File: src/rtl/uart_tx_arbiter_pkg.sv
// Shared definitions for the UART TX arbiter: the state encoding and the grant helper.
// The state encoding is shared with the UART controller, so keep these values fixed.
package uart_tx_arbiter_pkg;

  localparam int ST_W = 2;

  localparam logic [ST_W-1:0] ST_IDLE = 2'd0;
  localparam logic [ST_W-1:0] ST_GNT0 = 2'd1;
  localparam logic [ST_W-1:0] ST_GNT1 = 2'd2;

  typedef enum logic [ST_W-1:0] {
    IDLE = ST_IDLE,
    GNT0 = ST_GNT0,
    GNT1 = ST_GNT1
  } arb_state_t;

  function automatic arb_state_t gnt_state(input logic id);
    return id ? GNT1 : GNT0;
  endfunction

endpackage

File: src/rtl/uart_tx_arbiter_if.sv
// Requester/FIFO bundle for the UART TX arbiter.
// The master side is the requesters plus the FIFO; the slave side is the arbiter.
interface uart_tx_arbiter_if #(
  parameter int B = 8
);

  logic         req0_valid;
  logic [B-1:0] req0_data;
  logic         req0_last;
  logic         req0_ready;
  logic         req1_valid;
  logic [B-1:0] req1_data;
  logic         req1_last;
  logic         req1_ready;
  logic         fifo_full;
  logic         fifo_wr;
  logic [B-1:0] fifo_w_data;
  logic         busy;
  logic         gnt_id;
  logic         timeout;

  modport master (
    output req0_valid, req0_data, req0_last,
    output req1_valid, req1_data, req1_last,
    output fifo_full,
    input  req0_ready, req1_ready, fifo_wr, fifo_w_data, busy, gnt_id, timeout
  );

  modport slave (
    input  req0_valid, req0_data, req0_last,
    input  req1_valid, req1_data, req1_last,
    input  fifo_full,
    output req0_ready, req1_ready, fifo_wr, fifo_w_data, busy, gnt_id, timeout
  );

endinterface

File: src/rtl/uart_arb_timer.sv
// Idle-grant timeout counter for the UART TX arbiter.
// Present only when UART_ARB_TIMEOUT_EN is defined.
`ifdef UART_ARB_TIMEOUT_EN
module uart_arb_timer #(
  parameter int TMO_W   = 4,
  parameter int TMO_MAX = 15
) (
  input  logic clk,
  input  logic reset_n,
  input  logic clr,
  input  logic inc,
  output logic expired
);

  logic [TMO_W-1:0] tmo_cnt;

  assign expired = (tmo_cnt == TMO_W'(TMO_MAX));

  // Saturates at TMO_MAX so a stalled revoke never wraps back to zero.
  always_ff @(posedge clk or negedge reset_n) begin
    if (!reset_n) begin
      tmo_cnt <= '0;
    end else if (clr) begin
      tmo_cnt <= '0;
    end else if (inc && !expired) begin
      tmo_cnt <= tmo_cnt + 1'b1;
    end
  end

endmodule
`endif

File: src/rtl/uart_tx_arbiter.sv
// Packet-locked round-robin arbiter sharing one UART TX FIFO write port between two sources.
// Define UART_ARB_TIMEOUT_EN to revoke a grant that sits idle for TMO_MAX+1 cycles.
module uart_tx_arbiter
  import uart_tx_arbiter_pkg::*;
#(
  parameter int B       = 8,
  parameter int TMO_W   = 4,
  parameter int TMO_MAX = 15
) (
  input  logic              clk,
  input  logic              reset_n,
  uart_tx_arbiter_if.slave  bus
);

  if (TMO_MAX >= (1 << TMO_W)) begin : g_bad_tmo_cfg
    $error("uart_tx_arbiter: TMO_MAX must be below 2**TMO_W");
  end

  arb_state_t   state;
  arb_state_t   state_next;
  logic         prio;
  logic         prio_next;
  logic         granted;
  logic         gnt;
  logic         cur_valid;
  logic         cur_last;
  logic [B-1:0] cur_data;
  logic         accept;
  logic         tmo_expired;

  assign granted   = (state != IDLE);
  assign gnt       = (state == GNT1);
  assign cur_valid = gnt ? bus.req1_valid : bus.req0_valid;
  assign cur_last  = gnt ? bus.req1_last  : bus.req0_last;
  assign cur_data  = gnt ? bus.req1_data  : bus.req0_data;
  assign accept    = granted && cur_valid && !bus.fifo_full;

`ifdef UART_ARB_TIMEOUT_EN
  // Counter is held clear in IDLE so every new grant starts from zero.
  uart_arb_timer #(
    .TMO_W   (TMO_W),
    .TMO_MAX (TMO_MAX)
  ) u_timer (
    .clk     (clk),
    .reset_n (reset_n),
    .clr     (!granted || accept),
    .inc     (granted && !cur_valid),
    .expired (tmo_expired)
  );
`else
  assign tmo_expired = 1'b0;
`endif

  always_ff @(posedge clk or negedge reset_n) begin
    if (!reset_n) begin
      state <= IDLE;
      prio  <= 1'b0;
    end else begin
      state <= state_next;
      prio  <= prio_next;
    end
  end

  always_comb begin
    state_next      = state;
    prio_next       = prio;
    bus.req0_ready  = 1'b0;
    bus.req1_ready  = 1'b0;
    bus.fifo_wr     = 1'b0;
    bus.fifo_w_data = '0;
    bus.timeout     = 1'b0;
    bus.busy        = granted;
    bus.gnt_id      = gnt;

    case (state)
      IDLE: begin
        if (bus.req0_valid && bus.req1_valid) begin
          state_next = gnt_state(prio);
        end else if (bus.req0_valid) begin
          state_next = GNT0;
        end else if (bus.req1_valid) begin
          state_next = GNT1;
        end
      end

      GNT0, GNT1: begin
        if (gnt) begin
          bus.req1_ready = !bus.fifo_full;
        end else begin
          bus.req0_ready = !bus.fifo_full;
        end
        bus.fifo_wr = accept;
        if (accept) begin
          bus.fifo_w_data = cur_data;
        end
        // Handing priority to the other source gives strict alternation under contention.
        if (accept && cur_last) begin
          state_next = IDLE;
          prio_next  = !gnt;
        end else if (tmo_expired && !cur_valid) begin
          state_next  = IDLE;
          prio_next   = !gnt;
          bus.timeout = 1'b1;
        end
      end

      default: state_next = IDLE;
    endcase
  end

endmodule
File: src/flat_wrapper.sv
// flat-port wrapper written by rule: the top's interface ports become plain ports
module uart_tx_arbiter_flat import uart_tx_arbiter_pkg::*;
#(
  parameter int B       = 8,
  parameter int TMO_W   = 4,
  parameter int TMO_MAX = 15
)
  (clk, reset_n, bus_req0_valid, bus_req0_data, bus_req0_last, bus_req1_valid, bus_req1_data, bus_req1_last, bus_fifo_full, bus_req0_ready, bus_req1_ready, bus_fifo_wr, bus_fifo_w_data, bus_busy, bus_gnt_id, bus_timeout);
  uart_tx_arbiter_if #(.B(B)) bus_i ();
  input  logic clk;
  input  logic reset_n;
  input wire logic [$bits(bus_i.req0_valid)-1:0] bus_req0_valid;
  input wire logic [$bits(bus_i.req0_data)-1:0] bus_req0_data;
  input wire logic [$bits(bus_i.req0_last)-1:0] bus_req0_last;
  input wire logic [$bits(bus_i.req1_valid)-1:0] bus_req1_valid;
  input wire logic [$bits(bus_i.req1_data)-1:0] bus_req1_data;
  input wire logic [$bits(bus_i.req1_last)-1:0] bus_req1_last;
  input wire logic [$bits(bus_i.fifo_full)-1:0] bus_fifo_full;
  output wire logic [$bits(bus_i.req0_ready)-1:0] bus_req0_ready;
  output wire logic [$bits(bus_i.req1_ready)-1:0] bus_req1_ready;
  output wire logic [$bits(bus_i.fifo_wr)-1:0] bus_fifo_wr;
  output wire logic [$bits(bus_i.fifo_w_data)-1:0] bus_fifo_w_data;
  output wire logic [$bits(bus_i.busy)-1:0] bus_busy;
  output wire logic [$bits(bus_i.gnt_id)-1:0] bus_gnt_id;
  output wire logic [$bits(bus_i.timeout)-1:0] bus_timeout;
  assign bus_i.req0_valid = bus_req0_valid;
  assign bus_i.req0_data = bus_req0_data;
  assign bus_i.req0_last = bus_req0_last;
  assign bus_i.req1_valid = bus_req1_valid;
  assign bus_i.req1_data = bus_req1_data;
  assign bus_i.req1_last = bus_req1_last;
  assign bus_i.fifo_full = bus_fifo_full;
  assign bus_req0_ready = bus_i.req0_ready;
  assign bus_req1_ready = bus_i.req1_ready;
  assign bus_fifo_wr = bus_i.fifo_wr;
  assign bus_fifo_w_data = bus_i.fifo_w_data;
  assign bus_busy = bus_i.busy;
  assign bus_gnt_id = bus_i.gnt_id;
  assign bus_timeout = bus_i.timeout;
  uart_tx_arbiter #(.B(B), .TMO_W(TMO_W), .TMO_MAX(TMO_MAX)) u_core (.clk(clk), .reset_n(reset_n), .bus(bus_i));
endmodule
File: config.mk
export PLATFORM = sky130hd
export DESIGN_NAME = uart_tx_arbiter_flat
export DESIGN_NICKNAME = d
export VERILOG_FILES = /design/src/rtl/uart_tx_arbiter_pkg.sv /design/src/rtl/uart_tx_arbiter_if.sv /design/src/rtl/uart_arb_timer.sv /design/src/rtl/uart_tx_arbiter.sv /design/src/flat_wrapper.sv
export SDC_FILE = /design/constraint.sdc
export NUM_CORES = 1
export LEC_CHECK = 0
export BUFFER_PORTS_ARGS = -buffer_cell sky130_fd_sc_hd__buf_2
export CAP_MARGIN = 15
export CELL_PAD_IN_SITES_DETAIL_PLACEMENT = 1
export CELL_PAD_IN_SITES_GLOBAL_PLACEMENT = 2
export CORE_UTILIZATION = 16
export CTS_CLUSTER_SIZE = 25
export DETAILED_ROUTE_END_ITERATION = 12
export PLACE_DENSITY_LB_ADDON = 0.1
export SLEW_MARGIN = 5
export SYNTH_ARGS = -nofsm -noshare
export SYNTH_HDL_FRONTEND = slang
export SYNTH_HIERARCHICAL = 1
export SYNTH_SLANG_ARGS = --single-unit
File: constraint.sdc
create_clock -name clk -period 2 [get_ports clk]
set_input_delay 0.4 -clock clk [delete_from_list [all_inputs] [get_ports clk]]
set_output_delay 0.4 -clock clk [all_outputs]
set_load 0.05 [all_outputs]
Word-level counts from Yosys, hierarchy flattened
Cells that the tools add are included.
{"block": "totals", "wordCells": 33, "register_bits": 3, "input_bits": 23}
{"block": "op_classes", "n_eq_ne": 4, "muxes": 16, "reduce_logical": 11}
{"cell": "2-to-1 mux 8 bit", "n": 3}
{"cell": "2-to-1 mux 2 bit", "n": 5}
{"cell": "2-to-1 mux 1 bit", "n": 7}
{"cell": "logical AND 1 bit", "n": 4}
{"cell": "!= test 4 x 3 -> 1 bit (second input constant)", "n": 1}
{"cell": "one-hot mux 2 bit (2 select lines)", "n": 1}
{"cell": "AND reduction 2 bit", "n": 2}
{"cell": "== test 2 x 1 -> 1 bit (second input constant)", "n": 1}
{"cell": "== test 2 bit (second input constant)", "n": 1}
{"cell": "zero test 1 bit", "n": 2}
{"cell": "zero test 2 bit", "n": 1}
{"cell": "!= test 2 x 1 -> 1 bit (second input constant)", "n": 1}
{"cell": "nonzero test 2 bit", "n": 1}
{"cell": "OR reduction 2 bit", "n": 1}

Depth between registers and ports, before layout
Gate-level depths: netlist of run 1.
{"block": "logic_depth", "depth_word": 7, "mapped_depth": 9, "ltp_nobuf": 7}

Worst setup path before layout of run 1
OpenSTA, ideal clock, no wires.
{"block": "synth_timing", "kind": "register to output", "startpoint": "register u_core.state[0]", "endpoint": "output port bus_fifo_w_data[0]", "required_time_ps": 1600, "stages_incl_launch_ff": 8, "arrival_ps": 2506, "path_slack_ps": -906, "n_path_buf": 2, "path_cell_list": "dfrtp_1 -> inv_1 -> ha_1 -> buf_4 -> mux2i_1 -> or4b_1 -> buf_4 -> nor2_1"}
{"block": "synth_via", "elab_chain_len": 6, "elab_cells_between_ends": 10}
{"element": "start, declared", "line_no": "uart_tx_arbiter.sv:19", "rtl": "arb_state_t state;"}
{"element": "start signal, assigned", "line_no": "uart_tx_arbiter.sv:59", "rtl": "state <= state_next;"}
{"element": "== test 2 bit (*)", "line_no": "uart_tx_arbiter.sv:32", "rtl": "assign gnt = (state == GNT1);"}
{"element": "via bus_gnt_id", "line_no": "flat_wrapper.sv:24", "rtl": "output wire logic [$bits(bus_i.gnt_id)-1:0] bus_gnt_id;"}
{"element": "2-to-1 mux 1 bit", "line_no": "uart_tx_arbiter.sv:33", "rtl": "assign cur_valid = gnt ? bus.req1_valid : bus.req0_valid;"}
{"element": "logical AND 1 bit (2 in series)", "line_no": "uart_tx_arbiter.sv:36", "rtl": "assign accept = granted && cur_valid && !bus.fifo_full;"}
{"element": "2-to-1 mux 8 bit", "line_no": "uart_tx_arbiter.sv:93", "rtl": "if (accept) begin"}
{"element": "2-to-1 mux 8 bit (*)", "line_no": "uart_tx_arbiter.sv:75", "rtl": "case (state)"}
{"element": "end, declared", "line_no": "flat_wrapper.sv:22", "rtl": "output wire logic [$bits(bus_i.fifo_w_data)-1:0] bus_fifo_w_data;"}
The timed path passes the listed nets; every way through them passes the cells marked *.

Worst setup path after layout of run 1
{"block": "layout_timing", "startpoint": "register u_core.state[1]", "endpoint": "output port bus_fifo_w_data[5]"}
{"block": "layout_via", "elab_chain_len": 6, "elab_cells_between_ends": 10}
{"element": "== test 2 bit", "line_no": "uart_tx_arbiter.sv:32, uart_tx_arbiter.sv:75"}
{"element": "2-to-1 mux 1 bit", "line_no": "uart_tx_arbiter.sv:33"}
{"element": "logical AND 1 bit (2 in series)", "line_no": "uart_tx_arbiter.sv:36"}
{"element": "2-to-1 mux 8 bit", "line_no": "uart_tx_arbiter.sv:93"}
{"element": "2-to-1 mux 8 bit (*)", "line_no": "uart_tx_arbiter.sv:75"}
Mark *: on every way between the ends. The rest lies on a longest branch, timed or not.

==> impl_summary.txt, run 1 <==
----------------------------------------------------
[Drt]
  Total via count in the routed design ... 499
  Total DRC errors in the routed layout ... 0
  Metal3 WL ... 141 µm
  Via-per-instance ratio ... 4.12
  WL/cell ... 11.7 µm
  Top routing layer used ... met3
  Wire length on met2 ... 671 µm
  DR iter-0 viols ... 4
  Routed wire length ... 1.41 mm
  Number of nets with antenna violations after routing ... 0
  Routed metal-1 wirelength ... 600 µm
  Number of optimization iterations in the first detailed-route pass ... 4

[Worst setup path]
  Slowest cell on the critical path ... or4b_4
  Critical setup path kind ... flop to output pin
  Max stage delay on crit path ... 0.59 ns
  Largest delay contributor family on the critical path ... simple AND/OR/NAND/NOR gates
  Crit path buffers/inverters ... 1
  Signal arrival time at the worst endpoint ... 1.88 ns
  Critical Path Start Type ... flop
  CP max FO ... 5
  Critical-path cell list ... ha_4, mux2i_2, or4b_4, nor2_4, buf_8
  Worst EP required ... 1.60 ns
  Capturing element type of the critical path ... output pin

[Clocking]
  Max clock buf depth ... 2
  H-Tree Depth ... 1
  Worst-Skew Late Latency ... 0.23 ns
  CTS tree ... yes
  Clk slew on worst S/H paths ... 0.04 ns
  Number of clock buffers inserted by TritonCTS ... 3
  Clock root buffer ... clkbuf_4
  TritonCTS Sinks ... 3

[Synthesis]
  Cell count after synthesis ... 47
  Count of state elements after synthesis ... 3
  Yosys top cell area share ... 28.3%
  Commonest cells in the netlist ... 11 x mux2i_1, 8 x nor2_1, 4 x inv_1
  Count of synthesis-stage warnings from yosys ... 6
  Top flip-flop cell by instance count after synthesis ... dfrtp_1
  Number of synthesized flops with an enable pin ... 0
  Async set-reset flop share out of synthesis ... 100%
  Synth cell types ... 20
  Leading post-synthesis cells by cell area ... mux2i_1 28%, dfrtp_1 19%, nor2_1 7.7%
  Most instantiated library cell after synthesis ... mux2i_1
  Sequential share of the synthesized area ... 19.3%
  Cell type with the highest aggregate area in the netlist ... mux2i_1
  Mean instance size in the synthesized netlist ... 8.28 µm²
  Netlist Area Pre-Place ... 389 µm²
  Post-Synthesis Net Count ... 72

[Layout]
  Antenna cells ... 0
  Share of post-route cells with drive strength above 1 ... 72.0%
  Post-layout net count ... 119
  Summed area of non-filler cells in the final layout ... 873 µm²
  Relative area change from synthesis to final layout ... 124%
  Post-layout instance count excluding filler cells ... 121

[Pwr]
  Design Power ... 1090 µW
  Leak pwr ... 0.000404 µW
  Pwr dens ... 1240 nW/µm²
  Peak supply drop ... 608 µV

[Timing]
  Max Transition Viols Final ... 0
  Share of the clock period used by the worst path after layout ... 114%
  Final worst-path setup slack ... -0.277 ns
  Hold Vio Cnt, Final ... 0
  Setup total negative slack ... -2.38 ns
  Top achievable clock speed ... 439 MHz
  Final setup viols ... 9
  Worst clock skew on the final layout ... 0.00418 ns
  Unrepaired setup endpoints after global routing ... true
  Shortest period the worst path allows ... 2.28 ns

[Die]
  Ports placed on the boundary ... 37
  Effective utilization at floorplan ... 17.3%
  Die area ... 2630 µm²
  Core footprint ... 2250 µm²
  Number of standard-cell rows in the floorplan ... 17
  Die X-Extent ... 51.3 µm
  Vertical die dimension ... 51.3 µm

[Place]
  Detailed Place HPWL ... 1.13 mm
  Area post-placement ... 722 µm²
  Number of instances in the placed design ... 114
  Port-buffer cells ... 35
  Routability Congestion ... 0.723

[Global route]
  Remaining global-route overflow ... 0
  Wire length of the first global-routing pass ... 2.31 mm
  Aggregate global-route resource usage ... 12.3%
  Antenna violations before repair ... 0
  Vias in the first global route ... 535
  Pin count of the biggest net entering global routing ... 14

[Run status]
  Run status ... complete, but fails checks
  Violated checks ... negative setup slack

[Job]
  MaxCap Viol Count ... 0

[Min path]
  Class of the most critical hold timing path ... primary input to flop

----------------------------------------------------
==> final cells by class <==
| class | instances | area (µm²) |
|---|---|---|
| Clock buffer | 4 | 26.3 |
| Fill cell | 281 | 1380 |
| Tap cell | 28 | 35.0 |
| Inverter | 5 | 23.8 |
| Multi-Input combinational cell | 36 | 383 |
| Timing Repair Buffer | 45 | 330 |
| Sequential cell | 3 | 75.1 |
==> registers in the layout, indices dropped and copies added (netlist names) <==
register / count
u_core/prio: 1
u_core/state: 2
==> cells by family (layout without fill, tap and decap cells) <==
logic type | count (synthesis) | count (layout) | synth area share, %
flip-flops | 3 | 3 | 19.3
other | 1 | 1 | 0.964
AND/OR/NAND/NOR | 14 | 15 | 17.0
AO/OA/AOI/OAI | 6 | 6 | 12.2
buffers and inverters | 9 | 54 | 12.9
multiplexers | 12 | 12 | 31.2
adder cells (fa/ha/maj) | 2 | 2 | 6.43
==> worst register-to-register path, cell delays in order (launching register included) <==
cell and delay [ns]:
dfrtp_1 0.42, ha_4 0.19, mux2i_2 0.16, or4b_4 0.60, clkinv_4 0.09, buf_4 0.09
buf_4 0.09, a21oi_2 0.05, a21oi_2 0.09
==> layout by cell type, fill, tap and decap left out, drive strengths merged <==
cell type / n
nand3: 1
ha: 2
conb: 1
o311ai: 1
inv: 4
dlygate4sd3: 1
or4b: 2
o21ai: 1
nor2: 8
clkinv: 1
dfrtp: 3
a21oi: 3
mux2i: 11
mux2: 1
clkbuf: 4
nor2b: 1
nand2: 2
buf: 44
nor3b: 1
o31ai: 1
==> through the flow <==
step	hold slack [ns]	util, %	worst slack (ns)
after floorplan	0.104	-	-0.220
after global placement	0.197	32.0	-0.157
after detailed placement	0.197	32.0	-0.196
after CTS	0.445	37.1	-0.366
after global routing	0.446	38.7	-0.338
final	0.447	38.7	-0.277
==> power breakdown <==
| part | internal [µW] | switching [µW] | leakage, µW |
|---|---|---|---|
| Clock | 74.5 | 28.4 | 0.0000150 |
| Sequential | 89.3 | 28.5 | 0.0000392 |
| Combinational | 364 | 501 | 0.000350 |
| Total | 528 | 558 | 0.000404 |
==> layer usage <==
| metal | global-route usage (%) | vias to the layer above |
|---|---|---|
| li1 | - | 253 |
| met1 | 14.6 | 221 |
| met2 | 19.1 | 25 |
| met3 | 5.06 | 0 |
| met4 | 5.41 | 0 |
| met5 | 0 | - |
==> final timing paths <==
kind	start	end	slack (ns)	depth (start not counted)
min in group asynchronous	reset_n	u_core/state[1]$_DFFE_PN0P_	0.50	2
worst min register to register	u_core/prio$_DFFE_PN0P_	u_core/prio$_DFFE_PN0P_	0.58	2
worst max-delay path	u_core/state[1]$_DFFE_PN0P_	bus_fifo_w_data[5]	-0.28	5
worst max register to register	u_core/state[1]$_DFFE_PN0P_	u_core/prio$_DFFE_PN0P_	0.15	8
max in group asynchronous	reset_n	u_core/state[0]$_DFFE_PN0P_	1.39	2
worst min-delay path	bus_req0_last	u_core/prio$_DFFE_PN0P_	0.45	3
==> repair_timing <==
action	CTS	global route
setup buffers	0	1
hold buffers	1	0
pin swaps	3	2
resized for setup	21	7
setup endpoints to repair	9	10
cloned	1	0
hold endpoints to repair	3	0
Note: power is estimated with default switching activity, not from simulation.
==> run 2, diff against run 1 <==
- CELL_PAD_IN_SITES_DETAIL_PLACEMENT: 1 -> not set
- CELL_PAD_IN_SITES_GLOBAL_PLACEMENT: 2 -> not set
- CORE_AREA: not set -> 2 2 39 41
- CORE_UTILIZATION: 16 -> not set
- DIE_AREA: not set -> 0 0 41 43
- PLACE_DENSITY: not set -> 0.67
- PLACE_DENSITY_LB_ADDON: 0.1 -> not set
==> run 2 against run 1 <==
Compared with the run above:
- the flow still finishes with violations (negative setup slack)
- sequential share of layout area rose by 0.41 points
- core utilization rose by 21 points
- critical path depth did not move
- die area fell by 33%
- combinational power fell by 3.6%
- clock skew rose by 0.0053 ns
- wire length fell by 13%
- setup slack got worse by 0.0038 ns
- global-route usage rose by 4.2 points
- maximum frequency fell by 0.17%
- worst hold slack got worse by 0.0061 ns
- total power fell by 2.7%
- critical endpoint is now bus_fifo_w_data[0]
- largest power group unchanged
- highest routed layer unchanged
==> impl_summary.txt, run 2 (synthesis gave the netlist of run 1 again) <==
----------------------------------------------------
[Run status]
  Run status ... complete, but fails checks
  Violated checks ... negative setup slack

[Pwr]
  Leak pwr ... 0.000391 µW (-3.3%)
  Switching component of the power ... 547 µW (-1.9%)
  Sw Share ... 51.8% (+0.44 points)
  Share of power burned in combinational logic ... 78.9% (-0.8 points)
  Pwr dens ... 1270 nW/µm² (+2.0%)
  Internal power summed over all cells ... 509 µW (-3.6%)
  Sequential Power Share ... 11.0% (about the same)
  Relative contribution of the clock network to total power ... 10.1% (+0.6 points)
  Peak supply drop ... 575 µV (-5.3%)

[Timing]
  Worst clock skew on the final layout ... 0.00947 ns (+0.00529 ns)
  Hold Vio Cnt, Final ... 0 (unchanged)
  Unrepaired setup endpoints after global routing ... true
  Final setup viols ... 9 (unchanged)
  Top achievable clock speed ... 438 MHz (-0.17%)
  Max Transition Viols Final ... 0 (unchanged)
  Setup total negative slack ... -2.29 ns (+0.0878 ns)
  Shortest period the worst path allows ... 2.28 ns (+0.00379 ns)
  Share of the clock period used by the worst path after layout ... 114% (+0.19 points)
  Final worst-path setup slack ... -0.281 ns (-0.00379 ns)
  Hold WS ... 0.441 ns (-0.00615 ns)

[Drt]
  Routed metal-1 wirelength ... 492 µm (-18%)
  Total via count in the routed design ... 493 (-1.2%)
  Metal3 WL ... 69 µm (-51%)
  Number of nets with antenna violations after routing ... 0 (unchanged)
  Total DRC errors in the routed layout ... 0 (unchanged)
  WL/cell ... 11.4 µm (-2.0%)
  Number of optimization iterations in the first detailed-route pass ... 4 (unchanged)
  Via-per-instance ratio ... 4.61 (+12%)
  Routed wire length ... 1.22 mm (-13%)
  Wire length on met2 ... 662 µm (-1.3%)
  DR iter-0 viols ... 4 (unchanged)
  Top routing layer used ... met3

[Worst setup path]
  Max stage delay on crit path ... 0.61 ns (+0.02 ns)
  CP max FO ... 5 (unchanged)
  Signal arrival time at the worst endpoint ... 1.88 ns (about the same)
  Critical-path cell list ... ha_4, mux2i_1, or4b_4, nor2_4, buf_8
  Worst EP required ... 1.60 ns (about the same)
  Startpoint of the lowest-slack register-to-register path ... u_core/state[1]$_DFFE_PN0P_
  Count of cells along the worst register-to-register path ... 6 (-2)
  Slowest cell on the critical path ... or4b_4
  Register-to-register setup slack ... 0.22 ns (+0.07 ns)
  Critical setup path kind ... flop to output pin
  Capturing element type of the critical path ... output pin
  Critical Path Start Type ... flop
  Critical register-to-register path endpoint ... u_core/state[1]$_DFFE_PN0P_

[Clocking]
  Worst-Skew Late Latency ... 0.23 ns (about the same)
  Number of clock buffers inserted by TritonCTS ... 3 (unchanged)
  TritonCTS Sinks ... 3 (unchanged)
  Setup bufs post-CTS ... 0 (unchanged)
  Clock root buffer ... clkbuf_4
  Clk slew on worst S/H paths ... 0.04 ns (about the same)
  CTS tree ... yes
  H-Tree Depth ... 1 (unchanged)
  Max clock buf depth ... 2 (unchanged)

[Min path]
  Number of cells traversed by the worst hold path ... 3 (unchanged)
  Start point of the worst hold path ... bus_req0_last
  Sink of the worst hold path ... u_core/prio$_DFFE_PN0P_
  Class of the most critical hold timing path ... primary input to flop

[Die]
  Die X-Extent ... 41 µm (-20%)
  Number of standard-cell rows in the floorplan ... 14 (-3)
  Vertical die dimension ... 43 µm (-16%)
  Ports placed on the boundary ... 37 (unchanged)
  Core footprint ... 1380 µm² (-39%)
  Effective utilization at floorplan ... 28.1% (+11 points)
  Die area ... 1760 µm² (-33%)

[Layout]
  Summed area of non-filler cells in the final layout ... 833 µm² (-4.6%)
  Number of flip-flops under the largest register name ... 2 (unchanged)
  Most frequent cells in the layout ... 26 x buf_2, 11 x mux2i_1, 8 x nor2_4
  Leading cell type in the layout, fill and taps excluded ... buf_2
  Top Registers ... u_core/state x2, u_core/prio x1
  Share of post-route cells with drive strength above 1 ... 70.3% (-1.7 points)
  Antenna cells ... 0 (unchanged)
  Register containing the most flip-flops in the final layout ... u_core/state
  Post-layout net count ... 117 (-1.7%)
  Relative area change from synthesis to final layout ... 114%

[Place]
  Routability Congestion ... 0.668 (-7.7%)
  Worst slack at placement ... -0.169 ns (+0.0267 ns)
  Port-buffer cells ... 35 (unchanged)
  Detailed Place HPWL ... 906 µm (-20%)
  Area post-placement ... 699 µm² (-3.1%)

[Global route]
  Antenna violations before repair ... 0 (unchanged)
  Aggregate global-route resource usage ... 16.5% (+4.2 points)
  Remaining global-route overflow ... 0 (unchanged)
  Vias in the first global route ... 474 (-11%)
  Wire length of the first global-routing pass ... 1.92 mm (-17%)
  Pin count of the biggest net entering global routing ... 14 (unchanged)

[Job]
  MaxCap Viol Count ... 0 (unchanged)

----------------------------------------------------
run 2: how the worst max path moves through the flow:
| stage | startpoint | end | slack, ns | depth (start not counted) |
|---|---|---|---|---|
| floorplan | u_core/state[1]$_DFFE_PN0P_ | bus_fifo_w_data[0] | -0.22 | 6 |
| finish | u_core/state[1]$_DFFE_PN0P_ | bus_fifo_w_data[0] | -0.28 | 5 |
| detailed placement | u_core/state[1]$_DFFE_PN0P_ | bus_fifo_w_data[6] | -0.17 | 5 |
| global placement | u_core/state[1]$_DFFE_PN0P_ | bus_fifo_w_data[1] | -0.13 | 5 |
| CTS | u_core/state[1]$_DFFE_PN0P_ | bus_fifo_w_data[6] | -0.27 | 5 |
| global route | u_core/state[1]$_DFFE_PN0P_ | bus_fifo_w_data[0] | -0.34 | 5 |
run 2: power by group through the flow:
stage          clock (µW)  sequential [µW]  combinational (µW)
2_1_floorplan           0              112                 615
3_3_place_gp            0              115                 739
3_5_place_dp            0              117                 745
4_1_cts               109              116                 799
5_1_grt               115              117                 897
6_report              107              116                 834
run 2: metal layers:
layer,vias up,track usage [%]
li1,247,-
met1,226,16.8
met2,20,28.4
met3,0,4.71
met4,0,8.00
met5,-,0
run 2: area by class of cell:
| cell class | count | area (µm²) |
|---|---|---|
| clock buffers | 4 | 26.3 |
| fillers | 122 | 551 |
| inverters | 5 | 23.8 |
| multi-input cells | 36 | 379 |
| flip-flops and latches | 3 | 75.1 |
| well taps | 16 | 20.0 |
| repair buffers | 43 | 309 |
run 2: stage by stage:
stage	instances	power, µW	utilization (%)
floorplan	47	727	-
global route	107	1130	60.2
global placement	101	854	50.5
finish	107	1060	60.2
detailed placement	101	862	50.5
CTS	107	1020	58.5
run 2: repair_timing:
action,CTS,global route
cloned,1,0
pin swaps,0,2
endpoints found under the hold margin,3,0
resized for setup,20,4
hold buffers,1,0
endpoints found under the setup margin,9,10
run 2: critical path, delay by kind of cell, from the launching register on:
kind,cells,cell delay [ns]
and+or+nand+nor,2,0.77
adders and majority gates,1,0.18
buffers and inverters,1,0.15
DFF,1,0.41
muxes,1,0.15
